--- config.mk ---
export PLATFORM = sky130hd
export DESIGN_NAME = gcd_binary_n
export DESIGN_NICKNAME = d
export VERILOG_FILES = /design/src/rtl/gcd_binary_n.sv
export SDC_FILE = /design/constraint.sdc
export NUM_CORES = 1
export LEC_CHECK = 0
export ABC_AREA = 0
export BUFFER_PORTS_ARGS = -buffer_cell sky130_fd_sc_hd__buf_4
export CAP_MARGIN = 20
export CELL_PAD_IN_SITES_DETAIL_PLACEMENT = 0
export CELL_PAD_IN_SITES_GLOBAL_PLACEMENT = 2
export CORE_UTILIZATION = 39
export CTS_CLUSTER_DIAMETER = 120
export CTS_CLUSTER_SIZE = 25
export DETAILED_ROUTE_END_ITERATION = 16
export GPL_ROUTABILITY_DRIVEN = 0
export PLACE_DENSITY = 0.82
export SYNTH_ARGS = -nofsm -noshare
export SYNTH_HDL_FRONTEND = slang
export SYNTH_SLANG_ARGS = --single-unit
--- constraint.sdc ---
create_clock -name clk -period 8.8 [get_ports clk]
set_clock_uncertainty 0.1 [all_clocks]
set_input_delay 0.88 -clock clk [delete_from_list [all_inputs] [get_ports clk]]
set_output_delay 0.88 -clock clk [all_outputs]
set_load 0.05 [all_outputs]
--- src/rtl/gcd_binary_n.sv ---
// Binary (Stein) GCD engine: one operand pair in flight, valid/ready on both sides.
// Latency: accept edge to out_valid is at most 4*WIDTH+4 cycles; exactly 3 when a==b and both are odd.
// Backpressure: the result holds in DONE until out_ready; in_ready is high only in IDLE.
module gcd_binary_n #(
    parameter int WIDTH = 16
) (
    input  logic             clk,
    input  logic             reset,
    input  logic             in_valid,
    output logic             in_ready,
    input  logic [WIDTH-1:0] a,
    input  logic [WIDTH-1:0] b,
    output logic             out_valid,
    input  logic             out_ready,
    output logic [WIDTH-1:0] dout,
    output logic             busy
);

    localparam int KW = $clog2(WIDTH) + 1;

    typedef enum logic [2:0] {
        S_IDLE  = 3'd0,
        S_CHECK = 3'd1,
        S_EVEN  = 3'd2,
        S_ODD   = 3'd3,
        S_DONE  = 3'd4
    } state_t;

    state_t            state_q, state_d;
    logic [WIDTH-1:0]  x_q, x_d;
    logic [WIDTH-1:0]  y_q, y_d;
    logic [WIDTH-1:0]  res_q, res_d;
    logic [KW-1:0]     k_q, k_d;
    logic              rdy_q, rdy_d;

    // rdy_q keeps in_ready low while reset is held and for the release edge.
    always_ff @(posedge clk or negedge reset) begin
        if (!reset) begin
            state_q <= S_IDLE;
            x_q     <= '0;
            y_q     <= '0;
            res_q   <= '0;
            k_q     <= '0;
            rdy_q   <= 1'b0;
        end else begin
            state_q <= state_d;
            x_q     <= x_d;
            y_q     <= y_d;
            res_q   <= res_d;
            k_q     <= k_d;
            rdy_q   <= rdy_d;
        end
    end

    always_comb begin
        state_d   = state_q;
        x_d       = x_q;
        y_d       = y_q;
        res_d     = res_q;
        k_d       = k_q;
        rdy_d     = 1'b1;
        in_ready  = 1'b0;
        out_valid = 1'b0;
        busy      = 1'b1;

        case (state_q)
            S_IDLE: begin
                busy     = 1'b0;
                in_ready = rdy_q;
                if (in_valid && rdy_q) begin
                    x_d     = a;
                    y_d     = b;
                    k_d     = '0;
                    state_d = S_CHECK;
                end
            end
            S_CHECK: begin
                if (x_q == '0) begin
                    res_d   = y_q;
                    state_d = S_DONE;
                end else if (y_q == '0) begin
                    res_d   = x_q;
                    state_d = S_DONE;
                end else begin
                    state_d = S_EVEN;
                end
            end
            S_EVEN: begin
                if (!x_q[0] && !y_q[0]) begin
                    x_d = x_q >> 1;
                    y_d = y_q >> 1;
                    k_d = k_q + KW'(1);
                end else begin
                    state_d = S_ODD;
                end
            end
            S_ODD: begin
                // Larger operand is always the minuend, so the subtraction cannot wrap.
                if (!x_q[0]) begin
                    x_d = x_q >> 1;
                end else if (!y_q[0]) begin
                    y_d = y_q >> 1;
                end else if (x_q == y_q) begin
                    res_d   = x_q << k_q;
                    state_d = S_DONE;
                end else if (x_q > y_q) begin
                    x_d = x_q - y_q;
                end else begin
                    y_d = y_q - x_q;
                end
            end
            S_DONE: begin
                out_valid = 1'b1;
                if (out_ready) begin
                    state_d = S_IDLE;
                end
            end
            default: begin
                state_d = S_IDLE;
            end
        endcase
    end

    assign dout = res_q;

endmodule

Yosys cells after proc, flatten, opt, wreduce, memory -nomap -nowiden --
Cells that the tools add are included.
Storage, ports and cells: flip-flop bits (word level) 57, input bits 36, output and inout port bits 19, word-level logic and storage cells 83
Cells by class: add/sub/neg operators 3, magnitude comparators 1, eq/ne operators 18, shifts and indexed selects 1, muxes and demuxes 35, reductions and logical operators 17
Operators with widths (number):
- $mux W16 | 17
- $pmux W16 S3 | 2
- $logic_not A16 Y1 | 2
- $pmux W16 S2 | 1
- $sub A16 B16 Y16 | 2
- $mux W3 | 8
- $ne A3 B3 Y1 const B | 6
- $reduce_and A6 Y1 | 3
- $eq A16 B16 Y1 | 1
- $gt A16 B16 Y1 | 1
- $shl A16 B5 Y16 | 1
- $pmux W3 S5 | 1
- $ne A2 B2 Y1 const B | 7
- $mux W5 | 2
- $pmux W5 S2 | 1
- $eq A3 B2 Y1 const B | 2
- $reduce_and A3 Y1 | 2
- $add A5 B1 Y5 const B | 1
- $reduce_and A5 Y1 | 1
- $reduce_and A4 Y1 | 1
- $reduce_bool A2 Y1 | 2
- $eq A3 B1 Y1 const B | 1
- $eq A3 B3 Y1 const B | 1
- $logic_not A3 Y1 | 1
- 4 further kinds | 8

Logic depth before layout (Yosys ltp) --
word-level depth 6, depth in mapped cells 13, gate-level depth less buffers 11

Least setup slack after synthesis --
No wires, ideal clock.
kind flip-flop to flip-flop, start point reg x_q[0], end point reg x_q[10], library setup time 0.130 ns, arrival time 2.689 ns, data required time 8.570 ns, slack 5.881 ns, cell stages (with the launch flop) 14, path buffers 2, period minus slack after synthesis 2.919 ns, cells stage by stage dfrtp_1 clkbuf_1 inv_1 ha_1 inv_1 fa_1 a211oi_2 o211ai_2 a21oi_2 o21a_4 nor4_4 buf_2 a222oi_1 a21oi_1
Between the ends: cells in the longest elaborated chain, start to end 6, elaborated cells on any way between the ends 15, classes of those cells 1 x add/sub; 1 x order compare; 5 x eq/ne; 5 x mux; 3 x reduce/logical
Ends and longest elaborated chain:
- from (decl) | RTL line 30 | logic [WIDTH-1:0] x_q, x_d;
- from (signal assigned) | RTL line 40 | x_q <= '0;
- from (signal assigned) | RTL line 47 | x_q <= x_d;
- $sub A16 B16 Y16 | RTL line 107 | x_d = x_q - y_q;
- $mux W16 | RTL line 106 | end else if (x_q > y_q) begin
- $mux W16 | RTL line 103 | end else if (x_q == y_q) begin
- $mux W16 | RTL line 101 | end else if (!y_q[0]) begin
- $mux W16 | RTL line 99 | if (!x_q[0]) begin
- $pmux W16 S3 | RTL line 66 | case (state_q)
Parallel ways exist; a longest one is shown, timed or not. The select of a mux whose other input is x is not followed. A chain may end at the register's enable or synchronous reset.

Worst setup path after layout --
start point reg x_q[0], end point reg y_q[10]
Between the ends: cells in the longest elaborated chain, start to end 6, elaborated cells on any way between the ends 15, classes of those cells 1 x add/sub; 1 x order compare; 5 x eq/ne; 5 x mux; 3 x reduce/logical
Ends and longest elaborated chain:
- $sub A16 B16 Y16 | RTL line 109 | y_d = y_q - x_q;
- $mux W16 | RTL line 106
- $mux W16 | RTL line 103
- $mux W16 | RTL line 101
- $mux W16 | RTL line 99
- $pmux W16 S3 | RTL line 66
- to (signal assigned) | RTL line 48 | y_q <= y_d;
- to (decl) | RTL line 31 | logic [WIDTH-1:0] y_q, y_d;
Parallel ways exist; a longest one is shown, timed or not. The select of a mux whose other input is x is not followed.

==> flow_metrics.env <==
export IMPL_io_pins=55
export IMPL_rows=42
export IMPL_critPathMaxFanout=21
export IMPL_fillers=1350
export IMPL_crit_arrival_ns=4.03
export IMPL_cp_start_kind="flop"
export IMPL_numCtsBuffers=9
export IMPL_cts_hold_buffers=0
export IMPL_ys_warn_count=0
export IMPL_wl_per_cell_microns=20.89
export IMPL_grt_pass1_wl_microns=28480
export IMPL_wl_microns=17710
export IMPL_cpLargestDelayFamily="compound AO/OA/AOI/OAI gates"
export IMPL_ys_async_sr_fraction_pct=100.0
export IMPL_final_hold_viol_count=0
export IMPL_critPathBufInv=2
export IMPL_ys_types=79
export IMPL_synth_area_leaders="dfrtp_1, ha_1, a21oi_1"
export IMPL_n_antenna_cell=0
export IMPL_htree_levels=3
export IMPL_ys_seq_elements=57
export IMPL_dp_hpwl_microns=13190
export IMPL_synth_avg_cell_area_sq_um=8.331
export IMPL_clock_sinks=57
export IMPL_start_util_pct=40.41
export IMPL_fmax_mhz=257.8
export IMPL_clockRootBuffer="clkbuf_16"
export IMPL_drv_cap=0
export IMPL_cp_end_kind="flop"
export IMPL_dr_pass1_iters=6
export IMPL_cts_tree="done"
export IMPL_core_sq_um=13400
export IMPL_remaining_drc_errors=0
export IMPL_ys_top_cells_by_count="a21oi_1, dfrtp_1, nand2_1, nor2_1, inv_1"
export IMPL_yosysTopAreaCellShare_pct=26.34
export IMPL_cts_setup_buffers=0
export IMPL_syn_area_sq_um=5415
export IMPL_synth_seq_area_share_pct=26.34
export IMPL_cts_resized=0
export IMPL_ant_nets=0
export IMPL_slew_headroom_pct=29.92
export IMPL_min_delay_path_class="flop to flop"
export IMPL_vias_per_cell=6.009
export IMPL_area_delta_synth_final_pct=13.01
export IMPL_die_area_sq_um=14360
export IMPL_syn_nets=722
export IMPL_grt_usage_pct=25.98
export IMPL_synthCells=650
export IMPL_die_h_microns=119.8
export IMPL_fin_crit_sh_pct=44.08
export IMPL_setup_tns_ns=0
export IMPL_drt_iter0_drc=455
export IMPL_ys_flop_type="dfrtp_1"
export IMPL_rsz0062_at_grt="false"
export IMPL_grt_max_degree=58
export IMPL_yosys_area_top_type="dfrtp_1"
export IMPL_cp_required_ns=8.95
export IMPL_antenna_found_initial=0
export IMPL_tightest_slew_ns=1.048
export IMPL_crit_type="flop to flop"
export IMPL_grt_pass1_vias=5040
export IMPL_portBuffers=54
export IMPL_clock_path_buffers=2
export IMPL_critPathMaxStageDelay_ns=0.91
export IMPL_vias=5096
export IMPL_synth_edf_count=0
export IMPL_synth_most_common_cell="a21oi_1"
export IMPL_path_cells="inv_1 > ha_1 > inv_1 > fa_1 > a211oi_2 > o211ai_2 > a21oi_2 > o211ai_2 > a31oi_2 > o21ai_0 > o22ai_1"
export IMPL_grt_overflow_total=0
export IMPL_clk_latency_ns=0.35
export IMPL_die_w_microns=119.8
export IMPL_drive_gt1_share_pct=17.56
export IMPL_nets=739
export IMPL_cpMaxStageDelayCell="a31oi_2"
export IMPL_path_clk_slew_ns=0.05
export IMPL_status="finished, final reports clean"
export IMPL_period_needed_ns=3.879
export IMPL_drv_slew=0
export IMPL_setup_viol=0
-- cells in the final DEF, fill, tap and decap left out, types with 6 or more instances in the layout --
cell / n
mux4_2: 7
nor3_1: 8
nand3_1: 8
nor2_1: 47
nand2_1: 52
o21ai_1: 18
and3_1: 7
ha_1: 34
dfrtp_1: 57
o21ai_0: 29
a221oi_2: 9
a222oi_1: 11
buf_4: 59
o22ai_1: 21
inv_1: 41
a31oi_1: 8
clkbuf_16: 9
a211oi_1: 7
a22oi_1: 6
a21oi_1: 71
mux2i_1: 15
nor4_1: 10
xor2_1: 6
xnor2_1: 20
-- flip-flops by register name, indices dropped and copies added, names as in the netlist --
register / flops
y_q: 16
dout: 16
state_q: 3
rdy_q: 1
x_q: 16
k_q: 5
-- final cells by class --
class                      instances  area, sq um  area share (%)
clock buffer                      13        250.2           4.089
clock inverter                     3        40.04          0.6543
inverter                          41        153.9           2.515
multi-input combinational        498         3575           58.41
sequential                        57         1426           23.31
tap                              176        220.2           3.598
timing repair buffer              60        454.2           7.422
-- routing by layer --
layer  up-vias  wire length (microns)  track usage (%)
met4         0                    501            10.16
met2       151                   8422            43.61
li1       2446                      -                -
met1      2467                   8053            34.13
met5         -                      0                0
met3        32                    733            2.852
-- final timing paths --
kind / from / to / slack, ns / cells after the start
worst min-delay path: dout[9]$_DFFE_PN0P_ / dout[9]$_DFFE_PN0P_ / 0.38 / 2
worst max register to register: x_q[0]$_DFFE_PN0P_ / y_q[10]$_DFFE_PN0P_ / 4.92 / 11
min in group asynchronous: reset / k_q[3]$_DFFE_PN0P_ / 0.52 / 1
worst max-delay path: x_q[0]$_DFFE_PN0P_ / y_q[10]$_DFFE_PN0P_ / 4.92 / 11
max in group asynchronous: reset / dout[6]$_DFFE_PN0P_ / 7.60 / 1
worst min register to register: dout[9]$_DFFE_PN0P_ / dout[9]$_DFFE_PN0P_ / 0.38 / 2
-- cells by family (layout without fill, tap and decap cells) --
logic type	after synthesis	after routing	synth area share, %
compound gates	238	238	30.50
mux	27	27	6.723
xor+xnor	26	26	4.205
flops	57	57	26.34
buf+inv	95	117	7.833
other cells	1	1	0.06925
fa+ha+maj	36	36	8.595
simple gates	170	170	15.74
-- worst min-delay path, delay by kind of cell, from the launching register on --
kind	cells	cell delay [ns]
compound gates	1	0.06
flops	1	0.34
simple gates	1	0.05
-- through the flow --
step	cell area, sq um	util (%)	std cells	worst slack (ns)	hold WS, ns
2_1_floorplan	5415	-	650	5.881	0.4074
3_3_place_gp	5818	43.42	831	5.104	0.3698
3_5_place_dp	5818	43.42	831	4.926	0.3778
4_1_cts	6108	45.58	847	4.885	0.3891
5_1_grt	6120	45.67	848	4.585	0.4159
6_report	6120	45.67	848	4.921	0.3798
Power is not shown: default switching activity piles up to over one toggle a cycle in this logic, so the estimate is an artifact.
